File: src/rtl/dmem_arbiter_pkg.sv
// Shared definitions for the two-port data-memory arbiter: FSM state encoding
// and the default bus geometry.
package riscv_arb_pkg;

  localparam int DEF_DW        = 32;
  localparam int DEF_AW        = 32;
  localparam int DEF_MAX_BURST = 8;

  typedef enum logic [1:0] {
    IDLE = 2'd0,
    OWN0 = 2'd1,
    OWN1 = 2'd2
  } arb_state_e;

  // Ownership state that a grant to the given port leads to.
  function automatic arb_state_e own_state(input logic port);
    return port ? OWN1 : OWN0;
  endfunction

endpackage

File: src/rtl/dmem_arbiter_if.sv
// One requester's handshake and data bus. The master side drives a transfer;
// the slave side (the arbiter) returns the grant and the read data.
interface dmem_arbiter_if
  import riscv_arb_pkg::*;
#(
    parameter int DW = DEF_DW,
    parameter int AW = DEF_AW
) ();

    logic          req;
    logic          lock;
    logic          we;
    logic [AW-1:0] addr;
    logic [DW-1:0] wdata;
    logic          gnt;
    logic [DW-1:0] rdata;
    logic          rvalid;

    modport master (
        output req, lock, we, addr, wdata,
        input  gnt, rdata, rvalid
    );

    modport slave (
        input  req, lock, we, addr, wdata,
        output gnt, rdata, rvalid
    );

endinterface

File: src/rtl/dmem_arbiter_rr_pick.sv
// Two-way round-robin pick: a lone requester wins outright; on contention the
// port selected by i_rr wins.
module arb_rr_pick (
    input  logic i_req0,
    input  logic i_req1,
    input  logic i_rr,
    output logic o_pick0,
    output logic o_pick1
);

    assign o_pick0 = i_req0 && (!i_req1 || !i_rr);
    assign o_pick1 = i_req1 && (!i_req0 ||  i_rr);

endmodule

File: src/rtl/dmem_arbiter.sv
// Two-requester arbiter in front of a single-port data memory, with locked
// bursts capped at MAX_BURST grants while the other port is waiting.
module dmem_arbiter
  import riscv_arb_pkg::*;
#(
    parameter int DW        = DEF_DW,
    parameter int AW        = DEF_AW,
    parameter int MAX_BURST = DEF_MAX_BURST
) (
    input  logic           clk,
    input  logic           reset,
    dmem_arbiter_if.slave  m0,
    dmem_arbiter_if.slave  m1,
    output logic           mem_we,
    output logic [AW-1:0]  mem_addr,
    output logic [DW-1:0]  mem_wdata,
    input  logic [DW-1:0]  mem_rdata
);

    localparam int            CW      = $clog2(MAX_BURST + 1);
    localparam logic [CW-1:0] CNT_MAX = CW'(MAX_BURST);

    arb_state_e    r_state;
    logic          r_rr;
    logic [CW-1:0] r_cnt;
    logic          r_locked;
    logic [DW-1:0] r_rdata0;
    logic [DW-1:0] r_rdata1;
    logic          r_rvalid0;
    logic          r_rvalid1;

    logic w_pick0;
    logic w_pick1;
    logic w_hold0;
    logic w_hold1;
    logic w_gnt0;
    logic w_gnt1;
    logic w_any_gnt;
    logic w_win;

    arb_rr_pick u_rr_pick (
        .i_req0  (m0.req),
        .i_req1  (m1.req),
        .i_rr    (r_rr),
        .o_pick0 (w_pick0),
        .o_pick1 (w_pick1)
    );

    // A locked owner keeps the bus until it has used MAX_BURST grants while
    // the other port was asking for it.
    assign w_hold0 = (r_state == OWN0) && m0.req && r_locked &&
                     ((r_cnt < CNT_MAX) || !m1.req);
    assign w_hold1 = (r_state == OWN1) && m1.req && r_locked &&
                     ((r_cnt < CNT_MAX) || !m0.req);

    // Grants are gated by reset so that asserting it silences the bus at once.
    assign w_gnt0    = reset && (w_hold0 || (!w_hold1 && w_pick0));
    assign w_gnt1    = reset && (w_hold1 || (!w_hold0 && w_pick1));
    assign w_any_gnt = w_gnt0 || w_gnt1;
    assign w_win     = w_gnt1;

    assign m0.gnt    = w_gnt0;
    assign m1.gnt    = w_gnt1;
    assign m0.rdata  = r_rdata0;
    assign m1.rdata  = r_rdata1;
    assign m0.rvalid = r_rvalid0;
    assign m1.rvalid = r_rvalid1;

    // NOTE: every output gets a default before the if-chain, so no path
    // leaves a value unassigned and no latch is inferred.
    always_comb begin
        mem_we    = 1'b0;
        mem_addr  = '0;
        mem_wdata = '0;
        if (w_gnt0) begin
            mem_we    = m0.we;
            mem_addr  = m0.addr;
            mem_wdata = m0.wdata;
        end else if (w_gnt1) begin
            mem_we    = m1.we;
            mem_addr  = m1.addr;
            mem_wdata = m1.wdata;
        end
    end

    // NOTE: state is updated with non-blocking assignments so every register
    // samples the pre-edge values, independent of statement order.
    always_ff @(posedge clk or negedge reset) begin
        if (!reset) begin
            r_state  <= IDLE;
            r_rr     <= 1'b0;
            r_cnt    <= '0;
            r_locked <= 1'b0;
        end else if (w_any_gnt) begin
            r_state  <= own_state(w_win);
            r_rr     <= ~w_win;
            r_locked <= w_win ? m1.lock : m0.lock;
            if (r_state == own_state(w_win)) begin
                r_cnt <= (r_cnt == CNT_MAX) ? r_cnt : r_cnt + CW'(1);
            end else begin
                r_cnt <= CW'(1);
            end
        end else begin
            r_state  <= IDLE;
            r_cnt    <= '0;
            r_locked <= 1'b0;
        end
    end

    // Read return: capture the combinational memory data at the grant edge;
    // rdata keeps its last value between reads. The data registers are reset
    // too, so a read interrupted by reset leaves nothing behind.
    always_ff @(posedge clk or negedge reset) begin
        if (!reset) begin
            r_rdata0  <= '0;
            r_rdata1  <= '0;
            r_rvalid0 <= 1'b0;
            r_rvalid1 <= 1'b0;
        end else begin
            r_rvalid0 <= w_gnt0 && !m0.we;
            r_rvalid1 <= w_gnt1 && !m1.we;
            if (w_gnt0 && !m0.we) begin
                r_rdata0 <= mem_rdata;
            end
            if (w_gnt1 && !m1.we) begin
                r_rdata1 <= mem_rdata;
            end
        end
    end

endmodule

File: src/flat_wrapper.sv
// flat-port wrapper written by rule: the top's interface ports become plain ports
module dmem_arbiter_flat import riscv_arb_pkg::*;
#(
    parameter int DW        = DEF_DW,
    parameter int AW        = DEF_AW,
    parameter int MAX_BURST = DEF_MAX_BURST
)
  (clk, reset, mem_we, mem_addr, mem_wdata, mem_rdata, m0_req, m0_lock, m0_we, m0_addr, m0_wdata, m0_gnt, m0_rdata, m0_rvalid, m1_req, m1_lock, m1_we, m1_addr, m1_wdata, m1_gnt, m1_rdata, m1_rvalid);
  dmem_arbiter_if #(.DW(DW), .AW(AW)) m0_i ();
  dmem_arbiter_if #(.DW(DW), .AW(AW)) m1_i ();
  input  logic clk;
  input  logic reset;
  output logic mem_we;
  output logic [AW-1:0] mem_addr;
  output logic [DW-1:0] mem_wdata;
  input  logic [DW-1:0] mem_rdata;
  input wire logic [$bits(m0_i.req)-1:0] m0_req;
  input wire logic [$bits(m0_i.lock)-1:0] m0_lock;
  input wire logic [$bits(m0_i.we)-1:0] m0_we;
  input wire logic [$bits(m0_i.addr)-1:0] m0_addr;
  input wire logic [$bits(m0_i.wdata)-1:0] m0_wdata;
  output wire logic [$bits(m0_i.gnt)-1:0] m0_gnt;
  output wire logic [$bits(m0_i.rdata)-1:0] m0_rdata;
  output wire logic [$bits(m0_i.rvalid)-1:0] m0_rvalid;
  input wire logic [$bits(m1_i.req)-1:0] m1_req;
  input wire logic [$bits(m1_i.lock)-1:0] m1_lock;
  input wire logic [$bits(m1_i.we)-1:0] m1_we;
  input wire logic [$bits(m1_i.addr)-1:0] m1_addr;
  input wire logic [$bits(m1_i.wdata)-1:0] m1_wdata;
  output wire logic [$bits(m1_i.gnt)-1:0] m1_gnt;
  output wire logic [$bits(m1_i.rdata)-1:0] m1_rdata;
  output wire logic [$bits(m1_i.rvalid)-1:0] m1_rvalid;
  assign m0_i.req = m0_req;
  assign m0_i.lock = m0_lock;
  assign m0_i.we = m0_we;
  assign m0_i.addr = m0_addr;
  assign m0_i.wdata = m0_wdata;
  assign m0_gnt = m0_i.gnt;
  assign m0_rdata = m0_i.rdata;
  assign m0_rvalid = m0_i.rvalid;
  assign m1_i.req = m1_req;
  assign m1_i.lock = m1_lock;
  assign m1_i.we = m1_we;
  assign m1_i.addr = m1_addr;
  assign m1_i.wdata = m1_wdata;
  assign m1_gnt = m1_i.gnt;
  assign m1_rdata = m1_i.rdata;
  assign m1_rvalid = m1_i.rvalid;
  dmem_arbiter #(.DW(DW), .AW(AW), .MAX_BURST(MAX_BURST)) u_core (.clk(clk), .reset(reset), .m0(m0_i), .m1(m1_i), .mem_we(mem_we), .mem_addr(mem_addr), .mem_wdata(mem_wdata), .mem_rdata(mem_rdata));
endmodule
File: config.mk
export PLATFORM = sky130hd
export DESIGN_NAME = dmem_arbiter_flat
export DESIGN_NICKNAME = d
export VERILOG_FILES = /design/src/rtl/dmem_arbiter_pkg.sv /design/src/rtl/dmem_arbiter_if.sv /design/src/rtl/dmem_arbiter_rr_pick.sv /design/src/rtl/dmem_arbiter.sv /design/src/flat_wrapper.sv
export SDC_FILE = /design/constraint.sdc
export NUM_CORES = 1
export LEC_CHECK = 0
export ABC_AREA = 1
export BUFFER_PORTS_ARGS = -buffer_cell sky130_fd_sc_hd__buf_2
export CAP_MARGIN = 20
export CORE_AREA = 2 2 116 118
export DETAILED_ROUTE_END_ITERATION = 7
export DIE_AREA = 0 0 118 120
export HOLD_SLACK_MARGIN = 0.03
export PLACE_DENSITY = 0.67
export REMOVE_ABC_BUFFERS = 1
export SKIP_CTS_REPAIR_TIMING = 1
export SLEW_MARGIN = 20
export SYNTH_ARGS = -nofsm -noshare
export SYNTH_HDL_FRONTEND = slang
export SYNTH_SLANG_ARGS = --single-unit
File: constraint.sdc
create_clock -name clk -period 4 [get_ports clk]
set_input_delay 1 -clock clk [delete_from_list [all_inputs] [get_ports clk]]
set_output_delay 1 -clock clk [all_outputs]
set_load 0.005 [all_outputs]
* Word-level counts from Yosys, hierarchy flattened
Index checks and enable logic that the tools add are counted.
** Word-level totals
- Register bits :: 74
- Input bits :: 168
- Output and inout bits :: 133
- Logic and storage cells :: 57
** Cells by class
- $add $sub $neg :: 1
- Magnitude comparators :: 1
- Eq/ne operators :: 5
- Multiplexer cells :: 13
- Bitwise gates (word level) :: 1
- Reductions and logical operators :: 28
** Operators with widths (count)
- 32-bit two-way mux :: 4
- 1-bit logical AND :: 14
- 4-bit two-way mux :: 3
- 1-bit logical NOT :: 7
- 1-bit logical OR :: 7
- 4-bit by 1-bit adder with 4-bit output, second input constant :: 1
- 4-bit == test, second input constant :: 1
- 4-bit less-than comparator, second input constant :: 1
- 1-bit two-way mux :: 4
- 2-bit two-way mux :: 2
- 3-bit != test, second input constant :: 1
- 2-bit by 1-bit == test with 1-bit output, second input constant :: 1
- 2-bit == test :: 1
- 2-bit == test, second input constant :: 1
- 1-bit inverter :: 1

* Logic depth before layout (Yosys ltp)
Gate-level depths: netlist of run 1.
- Word-level depth :: 12
- Depth in mapped cells :: 11
- Gate-level depth less buffers :: 10

* Modules after synthesis
A second synthesis of run 1 with hierarchy kept.
** Second synthesis, totals
- Cells, all modules :: 551
- Area total of the unflattened synthesis :: 3857.4 um^2
** Modules (own cells, without submodules)
- dmem_arbiter :: instances 1, cells each 546, area an instance 3837.4 um^2, sequential area each 1851.8 um^2
- arb_rr_pick :: instances 1, cells each 5, area an instance 20.0 um^2, sequential area each 0.0 um^2

* Worst setup path after synthesis of run 1
Ideal clock, no wire load.
- Path type :: input to output
- From :: in m1_req
- To :: out mem_addr[16]
- Data arrival time :: 1.949 ns
- Data required time :: 3.000 ns
- Setup slack :: 1.051 ns
- Stages :: 9
- Path buffers :: 2
- Cells stage by stage :: nand2_1 -> nand3b_4 -> nand2_1 -> nand2_1 -> nand2_2 -> inv_2 -> buf_4 -> buf_2 -> a22o_1
** Between the ends
- Word-level cells in the longest chain between the ends :: 9
- Elaborated cells on any way between the ends :: 19
- Those cells by class :: mux: 2; reduce/logical: 17
** RTL lines
- start, declared :: line flat_wrapper.sv:25 : input wire logic [$bits(m1_i.req)-1:0] m1_req;
- 1-bit logical NOT :: line dmem_arbiter_rr_pick.sv:11, dmem_arbiter.sv:52
- 1-bit logical OR :: line dmem_arbiter.sv:52 : ((r_cnt < CNT_MAX) || !m1.req);
- 1-bit logical AND :: line dmem_arbiter.sv:51 : assign w_hold0 = (r_state == OWN0) && m0.req && r_locked &&
- 1-bit logical NOT :: line dmem_arbiter.sv:58 : assign w_gnt1 = reset && (w_hold1 || (!w_hold0 && w_pick1));
- 1-bit logical AND :: line dmem_arbiter.sv:58
- 1-bit logical OR :: line dmem_arbiter.sv:58
- 1-bit logical AND :: line dmem_arbiter.sv:58
- 32-bit two-way mux :: line dmem_arbiter.sv:79 : end else if (w_gnt1) begin
- 32-bit two-way mux * :: line dmem_arbiter.sv:75 : if (w_gnt0) begin
- end, declared :: line flat_wrapper.sv:14 : output logic [AW-1:0] mem_addr;
Mark *: on every way between the ends. The rest lies on a longest branch, timed or not.

* Worst setup path in the final report of run 1
- From :: in m0_req
- To :: out mem_addr[23]
** Between the ends
- Word-level cells in the longest chain between the ends :: 9
- Elaborated cells on any way between the ends :: 19
- Those cells by class :: mux: 2; reduce/logical: 17
** RTL lines
- start, declared :: line flat_wrapper.sv:17 : input wire logic [$bits(m0_i.req)-1:0] m0_req;
- 1-bit logical AND (3 in series) :: line dmem_arbiter.sv:51
- 1-bit logical NOT :: line dmem_arbiter.sv:58
- 1-bit logical AND :: line dmem_arbiter.sv:58
- 1-bit logical OR :: line dmem_arbiter.sv:58
- 1-bit logical AND :: line dmem_arbiter.sv:58
- 32-bit two-way mux :: line dmem_arbiter.sv:79
- 32-bit two-way mux * :: line dmem_arbiter.sv:75
Marked as above.

==> results of run 1 <==
power by group:
group	total (uW)	leakage (uW)	internal [uW]	switching [uW]
Combinational	683	0.00222	343	340
Clock	848	0.000152	544	304
Sequential	994	0.000933	911	82.2
Total	2520	0.00331	1800	726
Yosys cell counts:
cell type,number,area (sq um)
inv_1,41,154
buf_6,7,78.8
nand3b_4,1,20.0
dfrtp_1,74,1850
o21ai_1,43,215
a22o_1,65,569
a21boi_0,1,7.51
o21ai_2,22,193
nand2_2,2,12.5
nand3_1,9,45.0
nor3_1,1,5.00
a21oi_1,1,5.00
ha_1,2,25.0
nand2_1,80,300
nand4_1,1,6.26
a21boi_1,1,7.51
clkbuf_1,2,7.51
nor2_4,1,11.3
buf_2,17,85.1
nor2_1,3,11.3
buf_4,1,7.51
xor2_1,2,17.5
nor2_2,2,12.5
or2_1,1,6.26
clkinv_1,1,3.75
nor3b_1,1,7.51
nand2_4,1,11.3
inv_2,6,22.5
stage by stage:
stage	cell area [sq um]	setup WS, ns	hold slack [ns]
CTS	5630	0.621	0.476
detailed placement	5320	0.626	0.463
global route	5640	0.519	0.494
finish	5640	0.632	0.471
global placement	5320	0.616	0.461
floorplan	3520	0.792	0.479
sequential cells by signal (all words and copies together), names as in the netlist:
register and count:
u_core.r_state 2, u_core.r_rr 1, u_core.m0.rdata 32, u_core.r_cnt 4, u_core.m1.rdata 32, u_core.r_locked 1, u_core.m0.rvalid 1, u_core.m1.rvalid 1
kinds of logic (layout without fill, tap and decap cells):
kind of cell / Yosys count / after routing / synth area share [%]
xor gates and xnor gates: 2 / 2 / 0.474
DFF: 74 / 74 / 50.1
buffers and inverters: 75 / 371 / 9.71
AOI/OAI and AO/OA: 133 / 133 / 27.0
and+or+nand+nor: 103 / 103 / 12.1
other: 0 / 3 / 0
adders and majority gates: 2 / 2 / 0.676
worst max-delay path: stages:
cell,delay [ns]
buf_2,0.11
a21boi_0,0.20
nand2_1,0.07
nand2_1,0.07
nand2_2,0.09
inv_2,0.07
buf_4,0.36
a22o_1,0.24
buf_2,0.13
worst max path at each step:
stage / endpoint / slack (ns)
4_1_cts: mem_addr[16] / 0.62
6_report: mem_addr[23] / 0.63
3_3_place_gp: mem_addr[11] / 0.62
5_1_grt: mem_addr[25] / 0.52
2_1_floorplan: mem_addr[0] / 0.79
3_5_place_dp: mem_addr[16] / 0.63
metal layers:
metal  up-vias  global-route usage, %  part of all wire [%]
li1       1911                      -                     -
met1      1761                   21.7                    39
met2       190                   31.0                    48
met3        19                   8.03                    11
met4         4                   5.50                   1.5
met5         -                      0                  0.16
final cells by class:
cell class	instances	area (sq um)	area share [%]
Sequential cell	74	1850	32.8
Timing Repair Buffer	308	1580	28.0
Multi-Input combinational cell	240	1490	26.4
Clock buffer	9	225	3.99
Tap cell	176	220	3.90
Inverter	48	180	3.19
Clock inverter	6	90.1	1.60
Antenna cell	3	7.51	0.133
==> run_results.csv, run 1 <==
group,metric,value,unit
pwr,power_density,448,nW/um^2
timing,clock.fmax,0.297,GHz
clocking,path_clk_slew,0.05,ns
setup_path,start_kind,"primary input",
run,maxCapViolations,0,
worst_hold_path,min_path_type,"flop to flop",
setup_path,reg2reg_to,"u_core.m1.rdata[26]",
outcome,status,"complete, no violations",
setup_path,critPathArrivalTime,2.37,ns
yosys,yosys_warnings,0,
place,io_buffers,300,
timing,rsz0062_at_grt,"false",
pwr,irDropWorstVdd,191,uV
finish,mostFrequentLayoutCell,"buf_2",
grt,grt.total_usage,18.6,%
grt,grt_pass1_vias,3778,
setup_path,reg2reg_slack,1.98,ns
yosys,syn_area,3700,sq um
yosys,yosysSeqAreaShare,50.1,%
yosys,synth_cells,389,
setup_path,r2r-start,"u_core.r_state[0]",
finish,fillerInstances,1335,
clocking,clk-insertion-delay-late,0.33,ns
setup_path,worstSetupPathType,"primary input to output port",
yosys,ys_types,28,
grt,grt_max_degree,75,
clocking,tritoncts,"built",
worst_hold_path,hold_end,"u_core.m1.rdata[7]",
yosys,syn_avg_cell_area,9.51,sq um
worst_hold_path,holdCritStartpoint,"u_core.m1.rdata[7]",
timing,finClkSkew,0.00493,ns
setup_path,ff2ff_path_depth,10,
finish,most-common-layout-cells,"299 x buf_2, 80 x nand2_1, 74 x dfrtp_1, 65 x a22o_1, 43 x o21ai_1",
die,die_area,14200,sq um
timing,finalHoldViolCount,0,
timing,fin_crit_sh,84.2,%
clocking,numCtsBuffers,9,
timing,finalMaxSlewViolations,0,
finish,drive_gt1_share,52.4,%
clocking,clock_sinks,74,
routing,route.detailed.drc,0,
place,dp_hpwl,10700,um
routing,drt_wl_total,13300,um
place,finalWeightedCongestion,0.776,
die,start_util,28.5,%
die,die_w,118,um
clocking,clk_path_buf_depth,2,
routing,ant_nets,0,
place,dp.cells,846,
die,fp-row-count,42,
clocking,cts-root-buf,"clkbuf_16",
routing,num_vias,3885,
yosys,ys_ff_latch,74,
finish,fin_cells,864,
routing,routedWlPerCell,15.4,um
finish,fin_util,43.5,%
pwr,total_leakage_power,0.00331,uW
routing,first_pass_iters,4,
pwr,total_power,2520,uW
timing,finalSetupTns,0,ns
setup_path,startpoint,"m0_req",
timing,tightestPinTransition,0.943,ns
grt,grt_pass1_wl,20600,um
finish,synthToLayoutAreaGrowth,52.5,%
timing,finalSetupViolations,0,
grt,grt-ovfl-total,0,
routing,first_iter_violations,231,
timing,period_needed,3.37,ns
timing,max_slew_margin,37.1,%
die,num_io_pins,301,
finish,layout.nets,851,
die,die_h,120,um
worst_hold_path,worstHoldPathCells,2,
setup_path,end_kind,"output port",
routing,via_per_inst,4.50,
setup_path,cp_max_fo,39,
die,core_area,13000,sq um
clocking,cts_max_level,3,
grt,grt_antenna_before_repair,5,
setup_path,cp_data_required_time,3.00,ns
(Power assumes the default switching activity.)
==> run 2, diff against run 1 <==
- CORE_AREA: 2 2 116 118 -> 2 2 118 120
- DIE_AREA: 0 0 118 120 -> 0 0 120 122
- PLACE_DENSITY: 0.67 -> 0.68
- clock period: 4 -> 2.75 ns (I/O delays scaled with it)
==> run_results.csv, run 2 (synthesis gave the netlist of run 1 again) <==
group,metric,value,unit
timing,clock.fmax,0.379,GHz
grt,grtUsageMet1,20.6,%
setup_path,worstSetupPathType,"flop to output port",
routing,num_vias,3903,
routing,routedWlPerCell,16.1,um
grt,use_met3,7.68,%
grt,grt_busiest_layer,"met2",
place,dp_hpwl,10700,um
die,num_io_pins,301,
pwr,power_density,634,nW/um^2
finish,mostFrequentLayoutCell,"buf_2",
routing,drt_wl_total,14000,um
setup_path,ff2ff_path_depth,9,
finish,layout.nets,853,
clocking,numCtsBuffers,9,
finish,fillerInstances,1371,
clocking,clk_path_buf_depth,2,
clocking,cts-root-buf,"clkbuf_16",
finish,num_antenna_cells,0,
routing,first_pass_iters,4,
routing,route.detailed.drc,0,
setup_path,slowest_stage,"dfrtp_1",
timing,period_needed,2.64,ns
clocking,tritoncts,"built",
die,fp-row-count,43,
grt,grt.total_usage,17.6,%
die,die_h,122,um
timing,finalHoldViolCount,0,
setup_path,cp_data_required_time,2.06,ns
grt,met2_usage,28.5,%
pwr,total_leakage_power,0.00335,uW
routing,first_iter_violations,218,
grt,grt_pass1_wl,19700,um
place,io_buffers,300,
die,start_util,27.4,%
timing,tightestPinTransition,0.923,ns
place,place_area,5340,sq um
grt,grt_antenna_before_repair,3,
setup_path,start_kind,"flop",
setup_path,end_kind,"output port",
grt,grt_pass1_vias,3610,
die,die_w,120,um
setup_path,slowest_delay,0.40,ns
pwr,irDropWorstVdd,277,uV
setup_path,cp_max_fo,24,
grt,grt_max_degree,76,
die,die_area,14600,sq um
routing,ant_nets,0,
clocking,clk-insertion-delay-late,0.32,ns
finish,most-common-layout-cells,"299 x buf_2, 80 x nand2_1, 74 x dfrtp_1, 63 x a22o_1, 43 x o21ai_1",
setup_path,critPathArrivalTime,1.95,ns
timing,finalSetupViolations,0,
setup_path,path_cells,"inv_2, nor2_4, nand3b_4, nand2_1, nand2_1, nand2_2, inv_4, buf_12, a22o_1, buf_2",
timing,finalSetupTns,0,ns
clocking,cts_max_level,3,
setup_path,path_buf_inv,4,
place,finalWeightedCongestion,0.916,
run,maxCapViolations,0,
outcome,status,"complete, no violations",
timing,fin_crit_sh,95.9,%
finish,drive_gt1_share,53.2,%
clocking,clock_sinks,74,
worst_hold_path,min_path_type,"primary input to asynchronous set/reset pin",
clocking,path_clk_slew,0.06,ns
finish,fin_util,42.5,%
die,core_area,13500,sq um
routing,via_per_inst,4.50,
setup_path,cpMostUsedCell,"nand2_1",
finish,finalInstanceArea,5740,sq um
setup_path,critPathTopFamily,"simple AND/OR/NAND/NOR gates",
timing,finalMaxSlewViolations,0,
timing,finClkSkew,0.00436,ns
timing,max_slew_margin,38.5,%
finish,synthToLayoutAreaGrowth,55.1,%
setup_path,cp.depth,10,
grt,grt-ovfl-total,0,
-- run 2: changes by cell type in the layout (fill, tap and decap cells not counted), sizes merged --
cell	change
bufinv	-1
clkbuf	+3
inv	-1
diode	-3
clkinvlp	-1
clkinv	+3
-- run 2: where the power goes --
part | switching [uW] | internal (uW)
registers | 118 | 1330
clock network | 443 | 728
logic | 504 | 519
-- run 2: cell type report --
cell class | instances | area (sq um) | area share [%]
clock inverter | 6 | 66.3 | 1.16
clock buffer | 10 | 239 | 4.17
sequential | 74 | 1850 | 32.3
timing repair buffer | 310 | 1660 | 28.9
tap | 180 | 225 | 3.93
multi-input combinational | 240 | 1520 | 26.4
inverter | 48 | 183 | 3.18
-- run 2: per-layer routing --
metal	share of wire (%)	routed length [um]	vias up
met2	48	6730	190
met1	40	5560	1773
met3	10	1420	19
met4	1.8	255	2
met5	0.093	13	-
li1	-	-	1919
-- run 2: stage by stage --
step                worst slack (ns)  power (uW)  instances  hold WS [ns]
detailed placement            0.0758        2470        849         0.462
CTS                           0.0656        3660        865         0.141
global placement              0.0778        2450        849         0.460
floorplan                    -0.0769        1890        362         0.392
finish                         0.111        3640        868         0.160
global route                 -0.0159        3880        868         0.141
-- run 2: final timing paths --
kind                                           from                  end  slack, ns
worst max-delay path              u_core.r_state[1]         mem_addr[27]       0.11
worst min-delay path                          reset      u_core.r_locked       0.16
worst max register to register    u_core.r_state[1]   u_core.m1.rdata[4]       0.92
worst min register to register  u_core.m1.rdata[31]  u_core.m1.rdata[31]       0.47
max in group asynchronous                     reset   u_core.m1.rdata[5]       1.49
min in group clk                u_core.m1.rdata[31]  u_core.m1.rdata[31]       0.47
-- run 2: worst reg2reg max path, stage by stage (launching register included) --
cell and delay (ns):
dfrtp_1 0.40, inv_2 0.06, nor2_4 0.14, nand3b_4 0.10, nand2_2 0.11, nand2_4 0.08
or2_2 0.29, buf_4 0.29, nand2_1 0.18, o21ai_2 0.06
==> run 3, diff against run 2 <==
- BUFFER_PORTS_ARGS: -buffer_cell sky130_fd_sc_hd__buf_2 -> default
- DONT_BUFFER_PORTS: default -> 1
- MAX_ROUTING_LAYER: default -> met4
- PLACE_DENSITY: 0.68 -> 0.48
- SLEW_MARGIN: 20 -> default
==> run_results.csv, run 3 (synthesis gave the netlist of run 1 again) <==
group,metric,value,unit
setup_path,cp-endpoint,"mem_addr[25]",
finish,drive_gt1_share,14.8,%
setup_path,slowest_delay,0.38,ns
grt,grt.total_usage,17.4,%
clocking,path_clk_slew,0.06,ns
setup_path,r2r-start,"u_core.r_state[0]",
timing,period_needed,2.57,ns
die,die_w,120,um
pwr,irDropWorstVdd,233,uV
clocking,clock_sinks,74,
outcome,status,"complete, no violations",
setup_path,end_kind,"output port",
timing,finalHoldViolCount,0,
pwr,power_density,764,nW/um^2
die,core_area,13500,sq um
clocking,clk-insertion-delay-late,0.32,ns
setup_path,worstSetupPathType,"flop to output port",
worst_hold_path,min_path_type,"primary input to asynchronous set/reset pin",
place,dp_hpwl,10500,um
setup_path,path_cells,"inv_1, nor2_2, nand3_1, nand2_1, nand2_2, inv_4, buf_12, a22o_1",
place,finalWeightedCongestion,0.853,
routing,routedWlPerCell,23.1,um
grt,grt_pass1_vias,2693,
routing,ant_nets,0,
die,die_area,14600,sq um
setup_path,start_kind,"flop",
clocking,cts_max_level,3,
die,num_io_pins,301,
routing,first_iter_violations,147,
routing,drt_wl_total,13000,um
timing,rsz0062_at_grt,"false",
clocking,cts-root-buf,"clkbuf_16",
timing,finalMaxSlewViolations,0,
timing,finClkSkew,0.00656,ns
setup_path,cp_max_fo,37,
die,die_h,122,um
finish,mostFrequentLayoutCell,"nand2_1",
setup_path,reg2reg_slack,1.03,ns
timing,finalSetupViolations,0,
routing,first_pass_iters,4,
die,start_util,27.4,%
setup_path,reg2reg_to,"u_core.m0.rdata[1]",
grt,grt_antenna_before_repair,1,
timing,holdWs,0.0582,ns
pwr,total_leakage_power,0.00201,uW
run,maxCapViolations,0,
place,io_buffers,0,
timing,max_slew_margin,80.5,%
setup_path,slowest_stage,"dfrtp_1",
finish,most-common-layout-cells,"80 x nand2_1, 74 x dfrtp_1, 65 x a22o_1, 43 x o21ai_1, 41 x inv_1",
setup_path,ff2ff_path_depth,10,
grt,grt_pass1_wl,18000,um
clocking,tritoncts,"built",
routing,route.detailed.drc,0,
finish,finalInstanceArea,4140,sq um
finish,layout.nets,550,
grt,grt-ovfl-total,0,
die,fp-row-count,43,
setup_path,startpoint,"u_core.r_state[0]",
timing,clock.fmax,0.389,GHz
timing,fin_crit_sh,93.5,%
routing,num_vias,2835,
finish,synthToLayoutAreaGrowth,11.9,%
place,place_area,3850,sq um
timing,tightestPinTransition,0.293,ns
clocking,numCtsBuffers,9,
grt,grt_max_degree,79,
setup_path,cp_data_required_time,2.06,ns
routing,via_per_inst,5.02,
clocking,clk_path_buf_depth,2,
setup_path,critPathArrivalTime,1.88,ns
run 3: cell types whose count changed in the layout (fill, tap and decap cells not counted), moves of 2 or more:
cell	delta
clkbuf_16	-2
a22o_1	+2
buf_4	-2
buf_2	-299
a22o_4	-2
clkinv_4	-2
run 3: worst min-delay path by stage:
stage	startpoint	to	depth (start not counted)
final	reset	u_core.m1.rdata[3]	0
after global routing	reset	u_core.m1.rdata[3]	0
after CTS	reset	u_core.m0.rdata[10]	0
after detailed placement	reset	u_core.m0.rdata[14]	0
after global placement	reset	u_core.m1.rdata[14]	0
after floorplan	reset	u_core.m0.rdata[0]	0
run 3: stage by stage:
| step | power (uW) | TNS [ns] | utilization [%] | std cells | setup WS [ns] |
|---|---|---|---|---|---|
| floorplan | 1890 | -1.96 | - | 362 | -0.0769 |
| CTS | 3210 | 0 | 30.6 | 564 | 0.0595 |
| global placement | 2050 | 0 | 28.5 | 549 | 0.239 |
| global route | 3360 | 0 | 30.6 | 565 | 0.00823 |
| finish | 3160 | 0 | 30.6 | 565 | 0.178 |
| detailed placement | 2070 | 0 | 28.5 | 549 | 0.195 |
run 3: per-layer routing:
| metal | up-vias | part of all wire (%) | GRT usage (%) | wire length (um) |
|---|---|---|---|---|
| met1 | 1333 | 34 | 17.9 | 4380 |
| met4 | 0 | 2.0 | 5.66 | 257 |
| li1 | 1301 | - | - | - |
| met2 | 190 | 49 | 27.4 | 6380 |
| met5 | - | 0 | - | 0 |
| met3 | 11 | 16 | 10.9 | 2020 |
run 3: power by group:
group          switching, uW  total [uW]  internal [uW]
Clock                    421        1120            695
Combinational            291         515            224
Sequential               204        1530           1330
Total                    916        3160           2250
run 3: cell type report:
| cell class | count | area [sq um] |
|---|---|---|
| Sequential cell | 74 | 1850 |
| Timing Repair Buffer | 7 | 103 |
| Multi-Input combinational cell | 240 | 1490 |
| Inverter | 48 | 183 |
| Clock buffer | 10 | 229 |
| Tap cell | 180 | 225 |
| Fill cell | 1420 | 9370 |
| Clock inverter | 5 | 56.3 |
| Antenna cell | 1 | 2.50 |
run 3: critical path, delay by kind of cell (launching register included):
| kind | cells | cell delay, ns |
|---|---|---|
| flops | 1 | 0.38 |
| simple gates | 4 | 0.46 |
| compound gates | 1 | 0.24 |
| buf+inv | 3 | 0.48 |
